## config.mk

```make
export PLATFORM = sky130hd
export DESIGN_NAME = pipe_skid_reg
export DESIGN_NICKNAME = d
export VERILOG_FILES = /design/src/rtl/pipe_pkg.sv /design/src/rtl/pipe_skid_reg.sv
export SDC_FILE = /design/constraint.sdc
export NUM_CORES = 1
export LEC_CHECK = 0
export BUFFER_PORTS_ARGS = -buffer_cell sky130_fd_sc_hd__buf_2
export CORE_AREA = 2 2 81 75
export DETAILED_ROUTE_END_ITERATION = 10
export DIE_AREA = 0 0 83 77
export GPL_TIMING_DRIVEN = 0
export PLACE_DENSITY = 0.77
export SYNTH_ARGS = -nofsm -noshare
export SYNTH_HDL_FRONTEND = slang
export SYNTH_SLANG_ARGS = --single-unit
export TNS_END_PERCENT = 5
```

## constraint.sdc

```tcl
create_clock -name clk -period 1.8 [get_ports clk]
set_clock_uncertainty 0.05 [all_clocks]
set_input_delay 0.09 -clock clk [delete_from_list [all_inputs] [get_ports clk]]
set_output_delay 0.09 -clock clk [all_outputs]
set_load 0.01 [all_outputs]
```

## src/rtl/pipe_pkg.sv

```systemverilog
// Shared types for the elastic pipeline registers between processor stages.
package pipe_pkg;

    localparam int unsigned PIPE_W_DEFAULT = 32;

    typedef enum logic [1:0] {
        PS_EMPTY,
        PS_BUSY,
        PS_FULL
    } pipe_state_t;

endpackage

```

## src/rtl/pipe_skid_reg.sv

```systemverilog
// Elastic stage register with a one-entry skid buffer, so in_ready is a pure flop output.
// Strict FIFO order; flush drops all held entries, rst also clears the data registers.
module pipe_skid_reg
    import pipe_pkg::*;
#(
    parameter int unsigned WIDTH = PIPE_W_DEFAULT
) (
    input  logic             clk,
    input  logic             rst,
    input  logic             flush,
    input  logic             in_valid,
    output logic             in_ready,
    input  logic [WIDTH-1:0] in,
    output logic             out_valid,
    input  logic             out_ready,
    output logic [WIDTH-1:0] pipelined_out
);

    pipe_state_t      state_q, state_d;
    logic [WIDTH-1:0] main_q, main_d;
    logic [WIDTH-1:0] skid_q, skid_d;
    logic             in_xfer;
    logic             out_xfer;

    assign in_ready      = (state_q != PS_FULL);
    assign out_valid     = (state_q != PS_EMPTY);
    assign pipelined_out = main_q;

    assign in_xfer  = in_valid && in_ready;
    assign out_xfer = out_valid && out_ready;

    always_comb begin
        state_d = state_q;
        main_d  = main_q;
        skid_d  = skid_q;
        if (flush) begin
            // Data registers keep their contents; only the occupancy is dropped.
            state_d = PS_EMPTY;
        end else begin
            unique case (state_q)
                PS_EMPTY: begin
                    if (in_xfer) begin
                        main_d  = in;
                        state_d = PS_BUSY;
                    end
                end
                PS_BUSY: begin
                    if (in_xfer && out_xfer) begin
                        main_d = in;
                    end else if (in_xfer) begin
                        skid_d  = in;
                        state_d = PS_FULL;
                    end else if (out_xfer) begin
                        state_d = PS_EMPTY;
                    end
                end
                PS_FULL: begin
                    if (out_xfer) begin
                        main_d  = skid_q;
                        state_d = PS_BUSY;
                    end
                end
                default: state_d = PS_EMPTY;
            endcase
        end
    end

    always_ff @(posedge clk) begin
        if (rst) begin
            state_q <= PS_EMPTY;
            main_q  <= '0;
            skid_q  <= '0;
        end else begin
            state_q <= state_d;
            main_q  <= main_d;
            skid_q  <= skid_d;
        end
    end

endmodule

```

==> qor.txt, run 1 <==
Worst setup SP type: flop
most common cell after layout, fill and taps aside: buf_2
Root Buffer: clkbuf_8
Worst Setup Slack, final: 0.0202 ns
global-route wire length before repair: 12.8 mm
metal3 WL: 468 um
Post-Synth XOR/XNOR Area: 0%
final setup fails: 0
P&R area growth vs syn: 35.9%
nets: 487
PwrDens: 889 nW/um2
Floorplan Core Area: 5560 um2
synth unique cells: 21
Post-Place Cells: 476
critical register-to-register path startpoint: state_q[1]
mux share of post-synthesis cell area: 11.3%
CP startpoint: state_q[1]
largest net degree at the start of global routing: 13
Filler cells: 451
post-CTS setup buffer count: 0
Routed Antenna Nets: 0
total number of vias: 2,844
io pins: 71
Max H-tree Level: 3
status: finished clean
Tmin final: 1.78 ns
total CTS buffers: 9
DRT met1 WL: 3.37 mm
Fin. Hold Viols: 0
cell area after synthesis: 2830 um2
Longest Clk Path Bufs: 2
Finished Layout Cells: 525
relative slew slack: 65.0%
Hold Crit Start: flush
gr usage total: 25.0%
TritonRoute pass-1 iters: 4
Setup crit end kind: flop
peak supply drop: 0.000632 V
full die area: 6390 um2
syn avg cell area: 8.38 um2
wire length per cell: 14.7 um
largest family of logic cells by synthesized area: compound AO/OA/AOI/OAI gates
RD Place Congestion: 0.793
clk slew on worst S/H paths: 0.07 ns
Synth area leaders: dfxtp_1 (47%), a21oi_1 (12%), mux2i_1 (11%)
synth warn: 0
Reg2Reg Depth: 5
Psw: 0.000820 W
FMAX: 562 MHz
Clk pwr share: 44.6%
Pleak: 1.72 nW
DRT iter0 DRCs: 157
Final Max Tran Viols: 0
Cell Int Power: 0.00259 W
Post-Synthesis Net Count: 374
number of global-route vias before repair: 2,738
GR Overflow Total: 0
WS Path Type: flop to flop
CTS tree: done
worst skew pair latency: 0.35 ns
adder-cell share of the synthesized area: 0%
highest routed layer: met4
routed wl met2: 3.65 mm
WP data required: 1.97 ns
Worst Hold Class: input port to flop
setup tns final: 0 ns
Synth Instances: 337
post-synthesis sequential area ratio: 46.8%
most frequent cells in the layout: buf_2 (72), nand2_1 (66), dfxtp_1 (66)
die boundary height: 77 um
placed inst area: 3260 um2
combinational power share: 10.7%
drt total wl: 7.72 mm
CTS Sinks: 66
Initial Util: 50.8%
WP data arrival: 1.95 ns
top cell type by total area after synthesis: dfxtp_1
Compound-Gate Fraction of Synth Area: 18.6%
Reg power frac: 44.6%
RSZ-0062 raised after global routing: yes
n_diodes: 0
post-synth top area share: 46.8%
final instance area: 3840 um2
vias per cell: 5.42
WHS Path Cells: 4
Simple-Gate Fraction of Synth Area: 18.1%
switch share: 24.0%
Port-buffer cells: 69
Worst-Margin Slew: 0.526 ns
MaxCap Viol Count: 0
Horiz. Die Dim: 83 um
Post-DP HPWL: 4.87 mm
DRC Markers: 0
Synth Register Bits: 66
CP max FO: 10
FP Rows: 26
Final period util: 98.9%
initial antenna violation count: 0
share of layout cells above drive strength 1: 22.4%
Place WS: 0.0124 ns
area by class of cell:
class                   instances  area (um2)  share of cell area, %
plain buffers                  31         154                   4.01
well taps                      70        87.6                   2.28
clock buffers                   9         124                   3.23
repair buffers                102         676                   17.6
multi-input cells             240        1360                   35.4
clock inverters                 7         116                   3.03
flip-flops and latches         66        1320                   34.4
cell usage after synthesis:
cell type and instances:
and3b_1 1, o21ai_1 6, nor3_1 1, o22a_1 1, clkbuf_1 24, buf_4 1
or2_2 1, nand2b_1 3, nor3_2 1, o21ai_0 26, a21oi_1 65, buf_2 3
dfxtp_1 66, a21oi_4 1, nand2_1 66, buf_6 3, and2b_1 1, or3_1 33
a2111oi_0 1, mux2i_1 32, o21a_1 1
state kept, by name, indices dropped and copies added, names as in the netlist:
register,cells
state_q,2
skid_q,32
pipelined_out,32
layer usage:
metal / track usage (%) / vias up
met3: 5.81 / 23
met1: 30.7 / 1316
met2: 40.2 / 113
met5: 0 / -
li1: - / 1392
met4: 14.6 / 0
worst paths after layout:
| kind | endpoint | slack (ns) |
|---|---|---|
| worst max-delay path | pipelined_out[26] | 0.02 |
| worst min-delay path | skid_q[31] | 0.07 |
| worst max register to register | pipelined_out[26] | 0.02 |
| worst min register to register | skid_q[30] | 0.40 |
stage by stage:
step           hold slack [ns]  utilization, %  power, W
6_report                0.0732            69.0   0.00341
5_1_grt                 0.0967            69.0   0.00354
4_1_cts                 0.0660            68.8   0.00341
3_5_place_dp             0.278            58.6   0.00186
3_3_place_gp             0.274            58.6   0.00185
2_1_floorplan            0.132               -   0.00172
timing repair:
item / CTS / global route
endpoints found under the hold margin: 33 / 0
setup endpoints to repair: 1 / 62
hold buffers: 33 / 0
resized for setup: 1 / 12
power groups by stage:
stage               Clock [W]  Combinational, W  Sequential [W]
floorplan                   0          0.000150         0.00157
global placement            0          0.000297         0.00155
detailed placement          0          0.000302         0.00156
CTS                   0.00153          0.000359         0.00152
global route          0.00161          0.000402         0.00153
finish                0.00152          0.000366         0.00152
worst max-delay path, cell delays in order, from the launching register on:
cell and delay [ns]:
dfxtp_1 0.42, and2b_1 0.26, a21oi_4 0.28, buf_1 0.38
or3_1 0.18, a21oi_1 0.07
kinds of logic (layout without fill, tap and decap cells):
| family | Yosys count | count (layout) |
|---|---|---|
| mux | 32 | 32 |
| simple gates | 107 | 107 |
| flops | 66 | 66 |
| buf+inv | 31 | 149 |
| compound gates | 101 | 101 |
No activity file was read; power rests on OpenSTA's default activity.
==> run 2: changes to the inputs <==
--- a/config.mk
+++ b/config.mk
@@ -11,6 +11,7 @@
 export DIE_AREA = 0 0 83 77
 export GPL_TIMING_DRIVEN = 0
 export PLACE_DENSITY = 0.77
+export SETUP_SLACK_MARGIN = 0.05
 export SYNTH_ARGS = -nofsm -noshare
 export SYNTH_HDL_FRONTEND = slang
 export SYNTH_SLANG_ARGS = --single-unit
==> run 2 against run 1 <==
Against the previous run:
- final cell count is the same
- total power is 0.13% higher
- sequential power hardly changed
- register-to-register slack gained 0.11 ns
==> qor.txt, run 2 (synthesized netlist as in run 1, its figures left out) <==
io pins: 71 (unchanged)
Fin. Hold Viols: 0 (unchanged)
Routed Antenna Nets: 0 (unchanged)
most common cell after layout, fill and taps aside: buf_2
Horiz. Die Dim: 83 um (unchanged)
CTS tree: done
status: finished clean
vias per cell: 5.39 (-0.46%)
total number of vias: 2,831 (-0.46%)
Initial Util: 50.8% (unchanged)
wire length per cell: 14.6 um (-0.58%)
share of layout cells above drive strength 1: 23.1% (+0.66 points)
worst skew pair latency: 0.35 ns (about the same)
met1 global-route usage: 30.7% (unchanged)
post-CTS setup buffer count: 0 (unchanged)
Place WS: 0.0124 ns (unchanged)
placed inst area: 3260 um2 (unchanged)
Final Max Tran Viols: 0 (unchanged)
DRC Markers: 0 (unchanged)
Register Area: 1320 um2 (unchanged)
RSZ-0062 raised after global routing: yes
Port-buffer cells: 69 (unchanged)
number of global-route vias before repair: 2,738 (unchanged)
CTS Sinks: 66 (unchanged)
most frequent cells in the layout: buf_2 (73), nand2_1 (66), dfxtp_1 (66)
Worst-Margin Slew: 0.508 ns (-0.0179 ns)
DRT iter0 DRCs: 197 (+25%)
Most Crowded Layer GR: met2
initial antenna violation count: 0 (unchanged)
WS Path Type: flop to flop
CP max FO: 10 (unchanged)
total CTS buffers: 9 (unchanged)
critical register-to-register path startpoint: state_q[1]
full die area: 6390 um2 (unchanged)
P&R area growth vs syn: 36.1%
setup tns final: 0 ns (unchanged)
Filler cells: 448 (-0.67%)
WP data arrival: 1.89 ns (-0.06 ns)
met3 usage: 5.81% (unchanged)
Power Total: 0.00342 W (+0.13%)
Max H-tree Level: 3 (unchanged)
RD Place Congestion: 0.793 (unchanged)
gr usage total: 25.0% (unchanged)
GR Overflow Total: 0 (unchanged)
Setup crit end kind: flop
area of the multi-input gates: 1360 um2 (unchanged)
met2 usage: 40.2% (unchanged)
n_diodes: 0 (unchanged)
WHS Path Cells: 4 (unchanged)
largest net degree at the start of global routing: 13 (unchanged)
Tmin final: 1.67 ns (-0.113 ns)
CP startpoint: state_q[1]
Pleak: 1.73 nW (+0.54%)
FMAX: 600 MHz (+6.8%)
Final period util: 92.6% (-6.3 points)
die boundary height: 77 um (unchanged)
Floorplan Core Area: 5560 um2 (unchanged)
final instance area: 3840 um2 (+0.16%)
nets: 487 (unchanged)
Worst Hold Class: input port to flop
drt total wl: 7.67 mm (-0.58%)
Worst Setup Slack, final: 0.133 ns (+0.113 ns)
MaxCap Viol Count: 0 (unchanged)
PwrDens: 888 nW/um2 (about the same)
Hold Crit Start: flush
FP Rows: 26 (unchanged)
Reg2Reg Depth: 5 (unchanged)
WP data required: 2.02 ns (+0.05 ns)
peak supply drop: 0.000631 V (-0.20%)
final setup fails: 0 (unchanged)
TritonRoute pass-1 iters: 4 (unchanged)
Root Buffer: clkbuf_8
Worst setup SP type: flop
Longest Clk Path Bufs: 2 (unchanged)
Post-DP HPWL: 4.87 mm (unchanged)
hold_ws: 0.0691 ns (-0.00407 ns)
relative slew slack: 66.2% (+1.2 points)
global-route wire length before repair: 12.8 mm (unchanged)
clk slew on worst S/H paths: 0.07 ns (about the same)
[run 2: cell counts in the layout (fill, tap and decap cells not counted)]
No cell type changed its count.
[run 2: per-layer routing]
metal / vias up / wire [um]
li1: 1392 / -
met1: 1307 / 3350
met2: 109 / 3630
met3: 23 / 451
met4: 0 / 244
met5: - / 0
[run 2: timing repair]
item,4_1_cts,5_1_grt
gates resized for setup,1,20
hold buffers,33,0
pin swaps,0,1
cloned,0,0
endpoints found under the hold margin,33,0
endpoints found under the setup margin,12,62
[run 2: where the power goes]
group / total, W / switching, W / internal (W) / leakage, nW
Combinational: 0.000367 / 0.000195 / 0.000172 / 1.08
Sequential: 0.00152 / 0.0000206 / 0.00150 / 0.536
Clock: 0.00153 / 0.000607 / 0.000919 / 0.120
[run 2: final timing paths]
check	to	slack (ns)
worst max-delay path	pipelined_out[14]	0.13
worst min-delay path	skid_q[31]	0.07
worst max register to register	pipelined_out[14]	0.13
worst min register to register	skid_q[30]	0.40
[run 2: worst max-delay path, cell delays in order, from the launching register on]
cell      delay, ns
dfxtp_1        0.36
and2b_1        0.29
a21oi_4        0.12
clkbuf_2       0.20
or3_1          0.38
a21oi_1        0.19
[run 2: metrics by stage]
step	cells	utilization (%)
after floorplan	337	-
after global placement	476	58.6
after detailed placement	476	58.6
after CTS	525	68.8
after global routing	525	69.1
final	525	69.1
[run 2: cell type report]
class	count	area share [%]
multi-input cells	240	35.4
flip-flops and latches	66	34.4
repair buffers	102	17.6
plain buffers	31	4.17
clock buffers	9	3.22
clock inverters	7	3.03
well taps	70	2.28
==> run 3: changes to the inputs <==
--- a/config.mk
+++ b/config.mk
@@ -6,9 +6,9 @@
 export NUM_CORES = 1
 export LEC_CHECK = 0
 export BUFFER_PORTS_ARGS = -buffer_cell sky130_fd_sc_hd__buf_2
-export CORE_AREA = 2 2 81 75
+export CORE_AREA = 2 2 89 69
 export DETAILED_ROUTE_END_ITERATION = 10
-export DIE_AREA = 0 0 83 77
+export DIE_AREA = 0 0 91 71
 export GPL_TIMING_DRIVEN = 0
 export PLACE_DENSITY = 0.77
 export SETUP_SLACK_MARGIN = 0.05
==> run 3 against run 2 <==
Against the previous run:
- global-route usage fell by 1.4 points
- sequential cell count is the same
- cell area decreased by 1.5%
- final cell count up 1.3%
- hold slack hardly changed
- sequential power is essentially flat
- clock-buffer cell count grew 3
- core utilization fell by 2.0 points
- largest cell class unchanged
- largest power group is now registers
==> qor.txt, run 3 (synthesized netlist as in run 1, its figures left out) <==
Finished Layout Cells: 532 (+1.3%)
CP max FO: 10 (unchanged)
Fin. Hold Viols: 0 (unchanged)
Max H-tree Level: 3 (unchanged)
Root Buffer: clkbuf_8
io pins: 71 (unchanged)
Initial Util: 50.0% (-0.74 points)
wire length per cell: 14.1 um (-3.4%)
worst skew pair latency: 0.34 ns (about the same)
register-to-register setup slack: 0.15 ns (+0.02 ns)
initial antenna violation count: 0 (unchanged)
Port-buffer cells: 69 (unchanged)
slowest CP cell: dfxtp_1
number of global-route vias before repair: 2,581 (-5.7%)
Reg-to-Reg End: pipelined_out[0]
global-route wire length before repair: 12.0 mm (-6.4%)
n_diodes: 0 (unchanged)
Floorplan Core Area: 5650 um2 (+1.5%)
Routed Antenna Nets: 0 (unchanged)
Hold Crit Start: flush
total CTS buffers: 9 (unchanged)
peak supply drop: 0.000443 V (-30%)
Post-Place Cells: 484 (+1.7%)
Crit path largest cell delay: 0.41 ns (+0.03 ns)
DRT iter0 DRCs: 185 (-6.1%)
MaxCap Viol Count: 0 (unchanged)
Worst setup SP type: flop
Longest Clk Path Bufs: 2 (unchanged)
largest net degree at the start of global routing: 11 (-2)
TritonRoute pass-1 iters: 4 (unchanged)
final instance area: 3790 um2 (-1.5%)
relative slew slack: 67.6% (+1.4 points)
Hold EP: skid_q[0]
Final Max Tran Viols: 0 (unchanged)
nets: 487 (unchanged)
Post-DP HPWL: 4.96 mm (+1.8%)
Pleak: 1.70 nW (-1.6%)
crit path buf inv count: 2 (+1)
most frequent cells in the layout: buf_2 (73), nand2_1 (66), dfxtp_1 (66)
Final period util: 91.5% (-1.1 points)
FP Rows: 24 (-7.7%)
full die area: 6460 um2 (+1.1%)
RD Place Congestion: 0.768 (-3.2%)
DRC Markers: 0 (unchanged)
Horiz. Die Dim: 91 um (+9.6%)
CTS Sinks: 66 (unchanged)
RSZ-0062 raised after global routing: yes
Reg2Reg Depth: 6 (+1)
FMAX: 607 MHz (+1.2%)
vias per cell: 5.20 (-3.6%)
WP data required: 2.01 ns (about the same)
placed inst area: 3270 um2 (+0.31%)
GR Overflow Total: 0 (unchanged)
Tmin final: 1.65 ns (-0.0200 ns)
Worst Hold Class: input port to flop
WHS Path Cells: 4 (unchanged)
WS Path Type: flop to flop
total number of vias: 2,766 (-2.3%)
final setup fails: 0 (unchanged)
Worst-Margin Slew: 0.487 ns (-0.0212 ns)
die boundary height: 71 um (-7.8%)
clk slew on worst S/H paths: 0.07 ns (about the same)
critical register-to-register path startpoint: state_q[0]
post-CTS setup buffer count: 0 (unchanged)
share of layout cells above drive strength 1: 22.9% (-0.17 points)
ordered list of cells on the worst path: nand2b_1, buf_4, buf_6, mux2i_1, or3_1, a21oi_1
P&R area growth vs syn: 34.1%
status: finished clean
Power Total: 0.00300 W (-12%)
setup tns final: 0 ns (unchanged)
most common cell after layout, fill and taps aside: buf_2
Core Util, Final: 67.1% (-2.0 points)
cell family with most CP delay: simple AND/OR/NAND/NOR gates
WP data arrival: 1.86 ns (-0.03 ns)
PwrDens: 791 nW/um2 (-11%)
CTS tree: done
drt total wl: 7.51 mm (-2.1%)
Setup crit end kind: flop
gr usage total: 23.6% (-1.4 points)
[run 3: changes by cell type in the layout (fill, tap and decap cells not counted)]
cell | previous run | this run
and2b_2 | 0 | 1
and2b_1 | 1 | 0
bufinv_16 | 3 | 0
inv_6 | 1 | 0
clkinv_2 | 2 | 3
clkbuf_4 | 1 | 2
clkinvlp_4 | 1 | 0
clkbuf_2 | 7 | 6
clkbuf_1 | 15 | 16
clkbuf_8 | 9 | 11
[run 3: area by class of cell]
type / count / area (um2)
plain buffers: 31 / 163
clock buffers: 12 / 155
clock inverters: 3 / 15.0
fillers: 512 / 1860
multi-input cells: 240 / 1360
flip-flops and latches: 66 / 1320
well taps: 78 / 97.6
repair buffers: 102 / 676
[run 3: how the worst max path moves through the flow]
stage / cells past startpoint / start / endpoint / slack, ns
3_5_place_dp: 5 / state_q[1] / pipelined_out[23] / 0.01
2_1_floorplan: 6 / state_q[0] / skid_q[10] / 0.36
3_3_place_gp: 5 / state_q[1] / pipelined_out[23] / 0.10
4_1_cts: 5 / state_q[0] / skid_q[15] / 0.04
5_1_grt: 5 / state_q[1] / pipelined_out[3] / 0.05
6_report: 6 / state_q[0] / pipelined_out[0] / 0.15
[run 3: through the flow]
stage               hold WS, ns  setup WS, ns
finish                   0.0692         0.153
global route             0.0891        0.0481
floorplan                 0.132         0.364
detailed placement        0.296        0.0147
global placement          0.275         0.104
CTS                      0.0557        0.0363
[run 3: repair_timing]
action,4_1_cts,5_1_grt
pin swaps,0,1
gates resized for setup,1,23
cloned,0,0
hold endpoints to repair,33,0
endpoints found under the setup margin,11,62
hold buffers,33,0
[run 3: power by group]
| part | switching, W | internal [W] | leakage (nW) |
|---|---|---|---|
| Combinational | 0.000193 | 0.000173 | 1.08 |
| Clock | 0.000545 | 0.000561 | 0.0920 |
| Sequential | 0.0000212 | 0.00150 | 0.536 |
[run 3: metal layers]
metal  wire [um]  GRT usage (%)  part of all wire (%)  vias up
met5           0              0                     0        -
met2        3570           38.2                    48       80
met1        3410           30.0                    45     1286
li1            -              -                     -     1389
met3         419           6.60                   5.6       11
met4         109           9.76                   1.5        0
[run 3: worst reg2reg max path: cells and delay by family, from the launching register on]
family	cells	cell delay [ns]
simple gates	2	0.45
flops	1	0.41
compound gates	1	0.19
buf+inv	2	0.37
mux	1	0.09
